==> config.mk <==
export PLATFORM = sky130hd
export DESIGN_NAME = decode_stage_flat
export DESIGN_NICKNAME = d
export VERILOG_FILES = /design/src/rtl/decode_stage_if.sv /design/src/rtl/decode_stage.sv /design/src/flat_wrapper.sv
export SDC_FILE = /design/constraint.sdc
export NUM_CORES = 2
export LEC_CHECK = 0
export ABC_AREA = 1
export BUFFER_PORTS_ARGS = -buffer_cell sky130_fd_sc_hd__buf_2
export CORE_UTILIZATION = 35
export CTS_BUF_LIST = sky130_fd_sc_hd__clkbuf_8
export DETAILED_ROUTE_END_ITERATION = 10
export GPL_ROUTABILITY_DRIVEN = 0
export PLACE_DENSITY_LB_ADDON = 0.2
export REMOVE_ABC_BUFFERS = 1
export SYNTH_ARGS = -nofsm -noshare
export SYNTH_HDL_FRONTEND = slang
export SYNTH_SLANG_ARGS = --single-unit
==> constraint.sdc <==
create_clock -name clk -period 3.4 [get_ports clk]
set_clock_uncertainty 0.2 [all_clocks]
set_input_delay 0.17 -clock clk [delete_from_list [all_inputs] [get_ports clk]]
set_output_delay 0.17 -clock clk [all_outputs]
set_load 0.03 [all_outputs]
==> src/rtl/decode_stage_if.sv <==
// Fetch, write-back and execute-side signals of decode_stage.
// The environment drives the master side; decode_stage uses the slave side.
interface decode_stage_if #(
    parameter int XLEN = 32
);
    localparam int SW = $clog2(XLEN);

    logic            in_valid;
    logic            in_ready;
    logic [31:0]     in_inst;
    logic [XLEN-1:0] in_pc;

    logic            wb_en;
    logic [4:0]      wb_rd;
    logic [XLEN-1:0] wb_data;

    logic            flush;

    logic            out_valid;
    logic            out_ready;
    logic [XLEN-1:0] out_pc;
    logic [6:0]      out_opcode;
    logic [2:0]      out_funct3;
    logic [6:0]      out_funct7;
    logic [SW-1:0]   out_shamt;
    logic [4:0]      out_rd;
    logic [4:0]      out_rs1;
    logic [4:0]      out_rs2;
    logic [XLEN-1:0] out_imm;
    logic [XLEN-1:0] out_opr_a;
    logic [XLEN-1:0] out_opr_b;
    logic [XLEN-1:0] out_rs2_data;
    logic            out_wb_en;
    logic [1:0]      out_wb_sel;
    logic            out_mem_rd;
    logic            out_mem_wr;
    logic            out_illegal;

    modport master (
        output in_valid, in_inst, in_pc, wb_en, wb_rd, wb_data, flush, out_ready,
        input  in_ready, out_valid, out_pc, out_opcode, out_funct3, out_funct7,
               out_shamt, out_rd, out_rs1, out_rs2, out_imm, out_opr_a, out_opr_b,
               out_rs2_data, out_wb_en, out_wb_sel, out_mem_rd, out_mem_wr, out_illegal
    );

    modport slave (
        input  in_valid, in_inst, in_pc, wb_en, wb_rd, wb_data, flush, out_ready,
        output in_ready, out_valid, out_pc, out_opcode, out_funct3, out_funct7,
               out_shamt, out_rd, out_rs1, out_rs2, out_imm, out_opr_a, out_opr_b,
               out_rs2_data, out_wb_en, out_wb_sel, out_mem_rd, out_mem_wr, out_illegal
    );
endinterface

==> src/rtl/decode_stage.sv <==
// RV32I/RV32E decode: register file, field/immediate decode, one registered output slot.
// Latency 1 cycle; in_ready drops for a full stalled slot, flush, load-use or write-back conflict.
// Define DECODE_WB_BYPASS_EN to forward same-cycle write-back data instead of stalling.
module decode_stage #(
    parameter int XLEN  = 32,
    parameter int NREGS = 32
) (
    input logic           clk,
    input logic           rst_n,
    decode_stage_if.slave bus
);
    localparam int SW = $clog2(XLEN);
    localparam int RW = $clog2(NREGS);
    localparam logic [5:0] NREGS_W = 6'(NREGS);

    localparam logic [6:0] OPC_LOAD   = 7'b0000011;
    localparam logic [6:0] OPC_STORE  = 7'b0100011;
    localparam logic [6:0] OPC_OPIMM  = 7'b0010011;
    localparam logic [6:0] OPC_OP     = 7'b0110011;
    localparam logic [6:0] OPC_LUI    = 7'b0110111;
    localparam logic [6:0] OPC_AUIPC  = 7'b0010111;
    localparam logic [6:0] OPC_JAL    = 7'b1101111;
    localparam logic [6:0] OPC_JALR   = 7'b1100111;
    localparam logic [6:0] OPC_BRANCH = 7'b1100011;

    typedef struct packed {
        logic [XLEN-1:0] pc;
        logic [6:0]      opcode;
        logic [2:0]      funct3;
        logic [6:0]      funct7;
        logic [SW-1:0]   shamt;
        logic [4:0]      rd;
        logic [4:0]      rs1;
        logic [4:0]      rs2;
        logic [XLEN-1:0] imm;
        logic [XLEN-1:0] opr_a;
        logic [XLEN-1:0] opr_b;
        logic [XLEN-1:0] rs2_data;
        logic            wb_en;
        logic [1:0]      wb_sel;
        logic            mem_rd;
        logic            mem_wr;
        logic            illegal;
    } slot_t;

    function automatic logic in_range(input logic [4:0] idx);
        return {1'b0, idx} < NREGS_W;
    endfunction

    logic [31:0] inst;
    logic [6:0]  opc;
    logic [4:0]  rd, rs1, rs2;
    assign inst = bus.in_inst;
    assign opc  = inst[6:0];
    assign rd   = inst[11:7];
    assign rs1  = inst[19:15];
    assign rs2  = inst[24:20];

    logic        known, use_rs1, use_rs2, writes, sel_pc_a, sel_imm_b, is_load, is_store;
    logic [1:0]  wb_sel;
    logic [31:0] imm32;

    always_comb begin
        known     = 1'b1;
        use_rs1   = 1'b0;
        use_rs2   = 1'b0;
        writes    = 1'b0;
        sel_pc_a  = 1'b0;
        sel_imm_b = 1'b0;
        is_load   = 1'b0;
        is_store  = 1'b0;
        wb_sel    = 2'd0;
        imm32     = '0;
        case (opc)
            OPC_LUI: begin
                writes = 1'b1; sel_imm_b = 1'b1; wb_sel = 2'd3;
                imm32  = {inst[31:12], 12'b0};
            end
            OPC_AUIPC: begin
                writes = 1'b1; sel_pc_a = 1'b1; sel_imm_b = 1'b1;
                imm32  = {inst[31:12], 12'b0};
            end
            OPC_JAL: begin
                writes = 1'b1; sel_pc_a = 1'b1; sel_imm_b = 1'b1; wb_sel = 2'd2;
                imm32  = {{12{inst[31]}}, inst[19:12], inst[20], inst[30:21], 1'b0};
            end
            OPC_JALR: begin
                writes = 1'b1; use_rs1 = 1'b1; sel_imm_b = 1'b1; wb_sel = 2'd2;
                imm32  = {{20{inst[31]}}, inst[31:20]};
            end
            OPC_BRANCH: begin
                use_rs1 = 1'b1; use_rs2 = 1'b1;
                imm32   = {{20{inst[31]}}, inst[7], inst[30:25], inst[11:8], 1'b0};
            end
            OPC_LOAD: begin
                writes = 1'b1; use_rs1 = 1'b1; sel_imm_b = 1'b1; wb_sel = 2'd1; is_load = 1'b1;
                imm32  = {{20{inst[31]}}, inst[31:20]};
            end
            OPC_STORE: begin
                use_rs1 = 1'b1; use_rs2 = 1'b1; sel_imm_b = 1'b1; is_store = 1'b1;
                imm32   = {{20{inst[31]}}, inst[31:25], inst[11:7]};
            end
            OPC_OPIMM: begin
                writes = 1'b1; use_rs1 = 1'b1; sel_imm_b = 1'b1;
                imm32  = {{20{inst[31]}}, inst[31:20]};
            end
            OPC_OP: begin
                writes = 1'b1; use_rs1 = 1'b1; use_rs2 = 1'b1;
            end
            default: known = 1'b0;
        endcase
    end

    logic illegal;
    assign illegal = !known
                  || (use_rs1 && !in_range(rs1))
                  || (use_rs2 && !in_range(rs2))
                  || (writes  && !in_range(rd));

    // Write-back that actually lands in the file; only these can stall or bypass.
    logic wb_hit;
    assign wb_hit = bus.wb_en && (bus.wb_rd != 5'd0) && in_range(bus.wb_rd);

    logic [XLEN-1:0] rf [NREGS];

    always_ff @(posedge clk or negedge rst_n) begin
        if (!rst_n) begin
            for (int i = 0; i < NREGS; i++) rf[i] <= '0;
        end else if (wb_hit) begin
            rf[bus.wb_rd[RW-1:0]] <= bus.wb_data;
        end
    end

    logic [XLEN-1:0] rs1_data, rs2_data;
    always_comb begin
        rs1_data = '0;
        rs2_data = '0;
        if (rs1 != 5'd0 && in_range(rs1)) rs1_data = rf[rs1[RW-1:0]];
        if (rs2 != 5'd0 && in_range(rs2)) rs2_data = rf[rs2[RW-1:0]];
`ifdef DECODE_WB_BYPASS_EN
        if (wb_hit && bus.wb_rd == rs1) rs1_data = bus.wb_data;
        if (wb_hit && bus.wb_rd == rs2) rs2_data = bus.wb_data;
`endif
    end

    logic wb_stall;
`ifdef DECODE_WB_BYPASS_EN
    assign wb_stall = 1'b0;
`else
    assign wb_stall = wb_hit && ((use_rs1 && bus.wb_rd == rs1) || (use_rs2 && bus.wb_rd == rs2));
`endif

    slot_t slot_q, slot_d;
    logic  valid_q;
    logic  hazard, in_ready, accept;

    assign hazard = valid_q && slot_q.mem_rd && (slot_q.rd != 5'd0)
                 && ((use_rs1 && slot_q.rd == rs1) || (use_rs2 && slot_q.rd == rs2));
    assign in_ready = (!valid_q || bus.out_ready) && !bus.flush && !hazard && !wb_stall;
    assign accept   = bus.in_valid && in_ready;

    logic [XLEN-1:0] imm;
    assign imm = XLEN'($signed(imm32));

    always_comb begin
        slot_d          = '0;
        slot_d.pc       = bus.in_pc;
        slot_d.opcode   = opc;
        slot_d.funct3   = inst[14:12];
        slot_d.funct7   = inst[31:25];
        slot_d.shamt    = inst[20 +: SW];
        slot_d.rd       = rd;
        slot_d.rs1      = rs1;
        slot_d.rs2      = rs2;
        slot_d.imm      = imm;
        slot_d.opr_a    = sel_pc_a ? bus.in_pc : rs1_data;
        slot_d.opr_b    = sel_imm_b ? imm : rs2_data;
        slot_d.rs2_data = rs2_data;
        slot_d.wb_en    = writes && (rd != 5'd0) && !illegal;
        slot_d.wb_sel   = wb_sel;
        slot_d.mem_rd   = is_load && !illegal;
        slot_d.mem_wr   = is_store && !illegal;
        slot_d.illegal  = illegal;
    end

    // Popping without a refill is what turns a load-use stall into a single bubble.
    always_ff @(posedge clk or negedge rst_n) begin
        if (!rst_n) begin
            valid_q <= 1'b0;
            slot_q  <= '0;
        end else if (bus.flush) begin
            valid_q <= 1'b0;
        end else if (accept) begin
            valid_q <= 1'b1;
            slot_q  <= slot_d;
        end else if (bus.out_ready) begin
            valid_q <= 1'b0;
        end
    end

    assign bus.in_ready     = in_ready;
    assign bus.out_valid    = valid_q;
    assign bus.out_pc       = slot_q.pc;
    assign bus.out_opcode   = slot_q.opcode;
    assign bus.out_funct3   = slot_q.funct3;
    assign bus.out_funct7   = slot_q.funct7;
    assign bus.out_shamt    = slot_q.shamt;
    assign bus.out_rd       = slot_q.rd;
    assign bus.out_rs1      = slot_q.rs1;
    assign bus.out_rs2      = slot_q.rs2;
    assign bus.out_imm      = slot_q.imm;
    assign bus.out_opr_a    = slot_q.opr_a;
    assign bus.out_opr_b    = slot_q.opr_b;
    assign bus.out_rs2_data = slot_q.rs2_data;
    assign bus.out_wb_en    = slot_q.wb_en;
    assign bus.out_wb_sel   = slot_q.wb_sel;
    assign bus.out_mem_rd   = slot_q.mem_rd;
    assign bus.out_mem_wr   = slot_q.mem_wr;
    assign bus.out_illegal  = slot_q.illegal;
endmodule
==> src/flat_wrapper.sv <==
// flat-port wrapper written by rule: the top's interface ports become plain ports
module decode_stage_flat 
#(
    parameter int XLEN  = 32,
    parameter int NREGS = 32
)
  (clk, rst_n, bus_in_valid, bus_in_inst, bus_in_pc, bus_wb_en, bus_wb_rd, bus_wb_data, bus_flush, bus_out_ready, bus_in_ready, bus_out_valid, bus_out_pc, bus_out_opcode, bus_out_funct3, bus_out_funct7, bus_out_shamt, bus_out_rd, bus_out_rs1, bus_out_rs2, bus_out_imm, bus_out_opr_a, bus_out_opr_b, bus_out_rs2_data, bus_out_wb_en, bus_out_wb_sel, bus_out_mem_rd, bus_out_mem_wr, bus_out_illegal);
  decode_stage_if #(.XLEN(XLEN)) bus_i ();
  input logic clk;
  input logic rst_n;
  input wire logic [$bits(bus_i.in_valid)-1:0] bus_in_valid;
  input wire logic [$bits(bus_i.in_inst)-1:0] bus_in_inst;
  input wire logic [$bits(bus_i.in_pc)-1:0] bus_in_pc;
  input wire logic [$bits(bus_i.wb_en)-1:0] bus_wb_en;
  input wire logic [$bits(bus_i.wb_rd)-1:0] bus_wb_rd;
  input wire logic [$bits(bus_i.wb_data)-1:0] bus_wb_data;
  input wire logic [$bits(bus_i.flush)-1:0] bus_flush;
  input wire logic [$bits(bus_i.out_ready)-1:0] bus_out_ready;
  output wire logic [$bits(bus_i.in_ready)-1:0] bus_in_ready;
  output wire logic [$bits(bus_i.out_valid)-1:0] bus_out_valid;
  output wire logic [$bits(bus_i.out_pc)-1:0] bus_out_pc;
  output wire logic [$bits(bus_i.out_opcode)-1:0] bus_out_opcode;
  output wire logic [$bits(bus_i.out_funct3)-1:0] bus_out_funct3;
  output wire logic [$bits(bus_i.out_funct7)-1:0] bus_out_funct7;
  output wire logic [$bits(bus_i.out_shamt)-1:0] bus_out_shamt;
  output wire logic [$bits(bus_i.out_rd)-1:0] bus_out_rd;
  output wire logic [$bits(bus_i.out_rs1)-1:0] bus_out_rs1;
  output wire logic [$bits(bus_i.out_rs2)-1:0] bus_out_rs2;
  output wire logic [$bits(bus_i.out_imm)-1:0] bus_out_imm;
  output wire logic [$bits(bus_i.out_opr_a)-1:0] bus_out_opr_a;
  output wire logic [$bits(bus_i.out_opr_b)-1:0] bus_out_opr_b;
  output wire logic [$bits(bus_i.out_rs2_data)-1:0] bus_out_rs2_data;
  output wire logic [$bits(bus_i.out_wb_en)-1:0] bus_out_wb_en;
  output wire logic [$bits(bus_i.out_wb_sel)-1:0] bus_out_wb_sel;
  output wire logic [$bits(bus_i.out_mem_rd)-1:0] bus_out_mem_rd;
  output wire logic [$bits(bus_i.out_mem_wr)-1:0] bus_out_mem_wr;
  output wire logic [$bits(bus_i.out_illegal)-1:0] bus_out_illegal;
  assign bus_i.in_valid = bus_in_valid;
  assign bus_i.in_inst = bus_in_inst;
  assign bus_i.in_pc = bus_in_pc;
  assign bus_i.wb_en = bus_wb_en;
  assign bus_i.wb_rd = bus_wb_rd;
  assign bus_i.wb_data = bus_wb_data;
  assign bus_i.flush = bus_flush;
  assign bus_i.out_ready = bus_out_ready;
  assign bus_in_ready = bus_i.in_ready;
  assign bus_out_valid = bus_i.out_valid;
  assign bus_out_pc = bus_i.out_pc;
  assign bus_out_opcode = bus_i.out_opcode;
  assign bus_out_funct3 = bus_i.out_funct3;
  assign bus_out_funct7 = bus_i.out_funct7;
  assign bus_out_shamt = bus_i.out_shamt;
  assign bus_out_rd = bus_i.out_rd;
  assign bus_out_rs1 = bus_i.out_rs1;
  assign bus_out_rs2 = bus_i.out_rs2;
  assign bus_out_imm = bus_i.out_imm;
  assign bus_out_opr_a = bus_i.out_opr_a;
  assign bus_out_opr_b = bus_i.out_opr_b;
  assign bus_out_rs2_data = bus_i.out_rs2_data;
  assign bus_out_wb_en = bus_i.out_wb_en;
  assign bus_out_wb_sel = bus_i.out_wb_sel;
  assign bus_out_mem_rd = bus_i.out_mem_rd;
  assign bus_out_mem_wr = bus_i.out_mem_wr;
  assign bus_out_illegal = bus_i.out_illegal;
  decode_stage #(.XLEN(XLEN), .NREGS(NREGS)) u_core (.clk(clk), .rst_n(rst_n), .bus(bus_i));
endmodule
## After elaboration in Yosys (flattened, before gate mapping)

Cells that the tools add are included.

- Flip-flop bits (word level): 1,223
- Bits of input ports: 107
- Output and inout bits: 205
- Logic and storage cells: 138

- $lt $le $gt $ge: 4
- Eq/ne operators: 13
- Muxes and demuxes: 26
- Bitwise operators: 4
- Reductions and logical operators: 42

Operators with widths:

| cell | count |
|---|---|
| $bwmux W1024 | 1 |
| $bmux W32 S5 | 2 |
| $mux W32 | 9 |
| $demux W32 S5 | 1 |
| $pmux W32 S5 | 1 |
| $reduce_bool A5 Y1 | 5 |
| $eq A7 B6 Y1 const B | 3 |
| $eq A7 B7 Y1 const B | 3 |
| $eq A5 B5 Y1 | 4 |
| $ge A6 B6 Y1 const B | 3 |
| $logic_and A1 B1 Y1 | 18 |
| $not A5 Y6 | 3 |
| $eq A7 B5 Y1 const B | 2 |
| $reduce_or A7 Y1 | 2 |
| $mux W1 | 11 |
| $reduce_or A9 Y1 | 1 |
| $eq A7 B2 Y1 const B | 1 |
| $lt A6 B1 Y1 const B | 1 |
| $pmux W2 S3 | 1 |
| $reduce_or A2 Y1 | 3 |
| $reduce_or A3 Y1 | 2 |
| $reduce_or A6 Y1 | 1 |
| $logic_not A1 Y1 | 5 |
| $logic_or A1 B1 Y1 | 3 |
| 3 further kinds | 3 |

## Longest topological paths before layout

- Depth in word-level cells: 12
- Mapped depth: 15
- Depth with buffers taken out: 13

## Worst setup path after synthesis

OpenSTA, ideal clock, no wires.

- Path type: register -> register
- From: register u_core.slot_q (netlist bit u_core.bus.out_rd[3])
- To: register u_core.slot_q (netlist bit u_core.bus.out_opcode[3])
- Arrival: 1.624 ns
- Required time: 3.070 ns
- Slack: 1.445 ns
- Stages on the path, launching flop included: 14
- Buffers on the path: 2
- Cells stage by stage: dfrtp_1 inv_1 nand2_1 nand2_1 nand2_1 nor2_1 nand3_1 nand2_1 nand2_1 nand4_2 buf_4 buf_4 nand2_1 o21ai_0

- Cells in the longest elaborated chain, start to end: 9
- Elaborated cells between the ends (all ways): 13
- Those cells by class: eq/ne (2); reduce/logical (11)

Ends and longest elaborated chain:

| what | RTL line | source |
|---|---|---|
| from (decl) | decode_stage.sv:153 | `slot_t slot_q, slot_d;` |
| from (signal assigned) | decode_stage.sv:195 | `slot_q <= slot_d;` |
| $eq A5 B5 Y1 | decode_stage.sv:158 | `&& ((use_rs1 && slot_q.rd == rs1) \|\| (use_rs2 && slot_q.rd == rs2));` |
| $logic_and A1 B1 Y1 | decode_stage.sv:158 |  |
| $logic_or A1 B1 Y1 | decode_stage.sv:158 |  |
| $logic_and A1 B1 Y1 (*) | decode_stage.sv:158 |  |
| $logic_not A1 Y1 (*) | decode_stage.sv:159 | `assign in_ready = (!valid_q \|\| bus.out_ready) && !bus.flush && !hazard && !wb_stall;` |
| $logic_and A1 B1 Y1 (*) (2 in a row) | decode_stage.sv:159 |  |
| $logic_and A1 B1 Y1 (*) | decode_stage.sv:160 | `assign accept = bus.in_valid && in_ready;` |
| $reduce_and A2 Y1 (no line) (*) | n/a |  |

Every way passes the cells marked *; elsewhere a longest branch is shown, timed or not.
A chain may end at the register's enable or synchronous reset.

## Final worst setup path

- From: input bus_in_inst[3]
- To: register u_core.slot_q (netlist bit u_core.bus.out_opr_a[14])

- Cells in the longest elaborated chain, start to end: 11
- Elaborated cells between the ends (all ways): 29
- Those cells by class: eq/ne (8); mux (4); reduce/logical (17)

Ends and longest elaborated chain:

| what | RTL line | source |
|---|---|---|
| from (decl) | flat_wrapper.sv:12 | `input wire logic [$bits(bus_i.in_inst)-1:0] bus_in_inst;` |
| $eq A7 B6 Y1, or another cell as far along | decode_stage.sv:74 | `case (opc)` |
| $reduce_or A6 Y1 (no line) or $reduce_or A3 Y1 (tied branches) | n/a |  |
| $mux W1 | decode_stage.sv:74 |  |
| $logic_and A1 B1 Y1 | decode_stage.sv:158 |  |
| $logic_or A1 B1 Y1 | decode_stage.sv:158 |  |
| $logic_and A1 B1 Y1 | decode_stage.sv:158 |  |
| $logic_not A1 Y1 | decode_stage.sv:159 |  |
| $logic_and A1 B1 Y1 (2 in a row) | decode_stage.sv:159 |  |
| $logic_and A1 B1 Y1 | decode_stage.sv:160 |  |
| $reduce_and A2 Y1 (no line) | n/a |  |

Several ways; a longest one is shown, not always the timed one.

==> out/results.md <==
| Stage | Result | Reported |
|---|---|---|
| status | Status | completed |
| grt | Vias in the first global route | 64660 |
| synthesis | Cell count after synthesis | 9631 |
| critical path | Critical path endpoint category | register |
| sta | Clock period minus worst slack | 3360 ps |
| final layout | Ratio of cells with drive above 1 in the final layout | 0.0958 |
| synthesis | Seq/Total Area, Yosys | 0.456 |
| final layout | Multi-input gate area in the final layout | 30100 um^2 |
| sta | Period Utilization, post-route | 0.987 |
| final layout | Post-synthesis to final-layout area growth | 18.2% |
| floorplan | Horizontal die dimension | 440 um |
| synthesis | Yosys warns | 0 |
| clocking | Clock Sinks | 1223 |
| detailed routing | Total number of vias | 68564 |
| floorplan | Rows | 160 |
| clocking | Clock transition time at the flip-flop clock pins of the worst setup and hold paths | 60 ps |
| sta | Number of hold violations in the final report | 0 |
| detailed routing | Number of search-and-repair iterations in the first detailed-routing pass | 6 |
| critical path | WS Path Type | in -> reg |
| final layout | Commonest non-fill, non-tap cells in the layout | nand2_1 (3467), dfrtp_1 (1223), nand3_1 (1136) |
| floorplan | Core ar. | 190000 um^2 |
| synthesis | Avg Inst Size Synth | 6.98 um^2 |
| grt | Pin count of the biggest net entering global routing | 151 |
| clocking | Clock buffer depth | 3 |
| floorplan | Number of I/O pins | 312 |
| critical path | Data required time of the worst path | 4140 ps |
| floorplan | Starting density of the core | 0.353 |
| critical path | Worst Path Max Fanout | 33 |
| clocking | Skew-Pair Late Insertion Delay | 1000 ps |
| clocking | TritonCTS clock tree | done |
| sta | Total Negative Setup Slacks | 0 ps |
| clocking | H-tree levels | 4 |
| detailed routing | Aggregate routed wire length | 304 mm |
| detailed routing | Post-detailed-route DRC marker count | 0 |
| synthesis | Yosys cell types | 34 |
| synthesis | Cell area after technology mapping | 67200 um^2 |
| clocking | CTS buffer count | 220 |
| floorplan | Total die area | 194000 um^2 |
| sta | Slew @ Worst Pin | 1210 ps |
| final layout | Net count, final | 10019 |
| power and ir drop | Sequential share of power | 0.432 |
| power and ir drop | P_int | 28.9 mW |
| min path | Type of the most critical hold path | in -> reg |
| synthesis | Dominant cells by area after synthesis | dfrtp_1 (46%), nand2_1 (19%), nand3_1 (8.5%), o21ai_0 (8.0%), inv_1 (4.8%) |
| final layout | Fraction of the core area covered by cells at the end of the flow | 0.417 |
| detailed routing | Number of routed nets with antenna violations | 0 |
| detailed routing | Avg Vias per Cell | 5.43 |
| synthesis | Area share of the largest cell type after synthesis | 0.456 |
| power and ir drop | Max VDD drop | 0.337 mV |
| final layout | Flip-flop and latch area | 30600 um^2 |
| synthesis | Top cell type by total area after synthesis | dfrtp_1 |
| power and ir drop | Combinational share of power | 0.227 |
| power and ir drop | LEAKAGE | 38.9 nW |
| clocking | Clock tree root buffer cell | clkbuf_8 |
| power and ir drop | Switching share of power | 0.345 |
| power and ir drop | Relative contribution of the clock network to total power | 0.342 |
| grt | Number of antenna violations at the first check in global routing | 17 |
| floorplan | Height of the die | 440 um |
| grt | Overflow left after global routing | 0 |
| grt | Total routing resource utilization after global routing | 0.308 |
| final layout | Filler Cell Count | 19677 |
| detailed routing | Wire per inst | 24.1 um |
| sta | Max Clk Rate | 298 MHz |
| critical path | Data arrival time of the worst path | 4090 ps |
| power and ir drop | Total power density per cell area | 556 nW/um^2 |
| placed design | Count of buffers from port buffering | 311 |
| grt | First-pass GRT wire length | 441 mm |
| sta | Remaining max-slew budget at the tightest pin | 0.191 |
| detailed routing | Number of violations reported at the end of detailed-routing iteration 0 | 8418 |
| sta | Final setup violation count | 0 |
| critical path | Startpoint kind of the worst setup timing path | primary input |
| job | Number of max-cap violations | 0 |
| placed design | HPWL reported at the end of detailed placement | 170 mm |
| power and ir drop | Switching component of the power | 15.3 mW |
| synthesis | Yosys reg bits | 1223 |
| sta | Final Max Slew Viols | 0 |
| final layout | Leading cell type in the layout, fill and taps excluded | nand2_1 |
flip-flops by register name, summed over array words and instances, names as in the netlist:
register	count
u_core.rf	1024
u_core.bus.out_imm	32
u_core.bus.out_opr_a	32
u_core.bus.out_opr_b	32
u_core.bus.out_pc	32
u_core.bus.out_rs2_data	32
u_core.bus.out_funct7	7
u_core.bus.out_opcode	7
u_core.bus.out_rd	5
u_core.bus.out_rs1	5
u_core.bus.out_shamt	5
u_core.bus.out_funct3	3
u_core.bus.out_wb_sel	2
u_core.bus.out_illegal	1
u_core.bus.out_mem_rd	1
u_core.bus.out_mem_wr	1
u_core.bus.out_valid	1
u_core.bus.out_wb_en	1
power by group through the flow:
stage	Clock [mW]	Combinational (mW)	Sequential, mW
global route	16.0	11.3	19.4
global placement	0	9.38	19.2
finish	15.1	10.0	19.1
CTS	15.3	9.94	19.0
floorplan	0	5.48	19.5
detailed placement	0	9.57	19.2
worst max-delay path, cell delays in order:
cell,delay (ps)
dlygate4sd3_1,530
buf_2,120
dlygate4sd3_1,580
inv_1,100
nand3_1,130
nor2_2,220
nand3_1,220
dlygate4sd3_1,670
nand2_2,110
buf_16,270
nand2_1,100
nand2_1,80
nand2_1,50
dlygate4sd3_1,580
nand2_1,60
cells in the mapped netlist:
library cell / n
a21oi_1: 257
a22oi_1: 1
a31oi_1: 1
buf_1: 43
buf_2: 265
buf_4: 47
buf_6: 1
clkbuf_1: 427
clkbuf_2: 2
clkinv_1: 2
dfrtp_1: 1223
inv_1: 851
inv_2: 17
nand2_1: 3480
nand2_2: 3
nand3_1: 1137
nand3_2: 2
nand4_1: 35
nand4_2: 2
nor2_1: 352
nor2_2: 16
nor2_4: 5
nor3_1: 7
nor3_2: 1
nor4_1: 1
nor4_4: 3
o211ai_1: 235
o21ai_0: 1068
o21ai_1: 119
o22ai_1: 1
or2_1: 1
or2_2: 11
xnor2_1: 4
xor2_1: 11
timing repair:
| item | 4_1_cts | 5_1_grt |
|---|---|---|
| endpoints found under the setup margin | 0 | 8 |
| hold buffers | 304 | 0 |
| buffers inserted | 0 | 2 |
| gates resized for setup | 0 | 6 |
| hold endpoints to repair | 2413 | 0 |
path summary, 6_finish.rpt:
kind,startpoint,endpoint,slack [ps],cells after the start
setup / recovery,bus_in_inst[3],u_core.bus.out_opr_a[14],40,15
hold / removal,bus_wb_rd[2],u_core.bus.out_imm[9],80,9
setup reg to reg,u_core.bus.out_rd[4],u_core.bus.out_pc[26],210,15
hold reg to reg,u_core.rf[1020],u_core.rf[1020],180,0
max in group asynchronous,rst_n,u_core.bus.out_pc[4],1810,4
min in group asynchronous,rst_n,u_core.rf[583],430,4
area by class of cell:
class	instances	area share
inverters	870	0.0415
clock buffers	300	0.0520
multi-input cells	6753	0.378
clock inverters	108	0.00808
repair buffers	844	0.0949
well taps	2511	0.0395
flip-flops and latches	1223	0.385
diodes	10	0.000315
cell families after synthesis:
| group | synth area share |
|---|---|
| xor gates and xnor gates | 0.00196 |
| and+or+nand+nor | 0.308 |
| DFF | 0.456 |
| buffers and inverters | 0.100 |
| AOI/OAI and AO/OA | 0.134 |
per-layer routing:
metal,track usage,wire length (um)
met3,0.0570,27100
met5,0,82
met2,0.481,136000
met4,0.185,20300
met1,0.395,120000
through the flow:
stage / hold WS, ps / area [um^2] / power (mW) / worst slack [ps] / std cells
floorplan: -326 / 63700 / 25.0 / -4210 / 8846
global placement: 11.1 / 71500 / 28.6 / 267 / 11893
detailed placement: 10.4 / 71500 / 28.8 / 287 / 11893
CTS: 0.433 / 79300 / 44.3 / 9.58 / 12605
global route: 57.2 / 79400 / 46.6 / -34.8 / 12612
finish: 79.7 / 79400 / 44.2 / 44.1 / 12619
(Power assumes the default switching activity.)
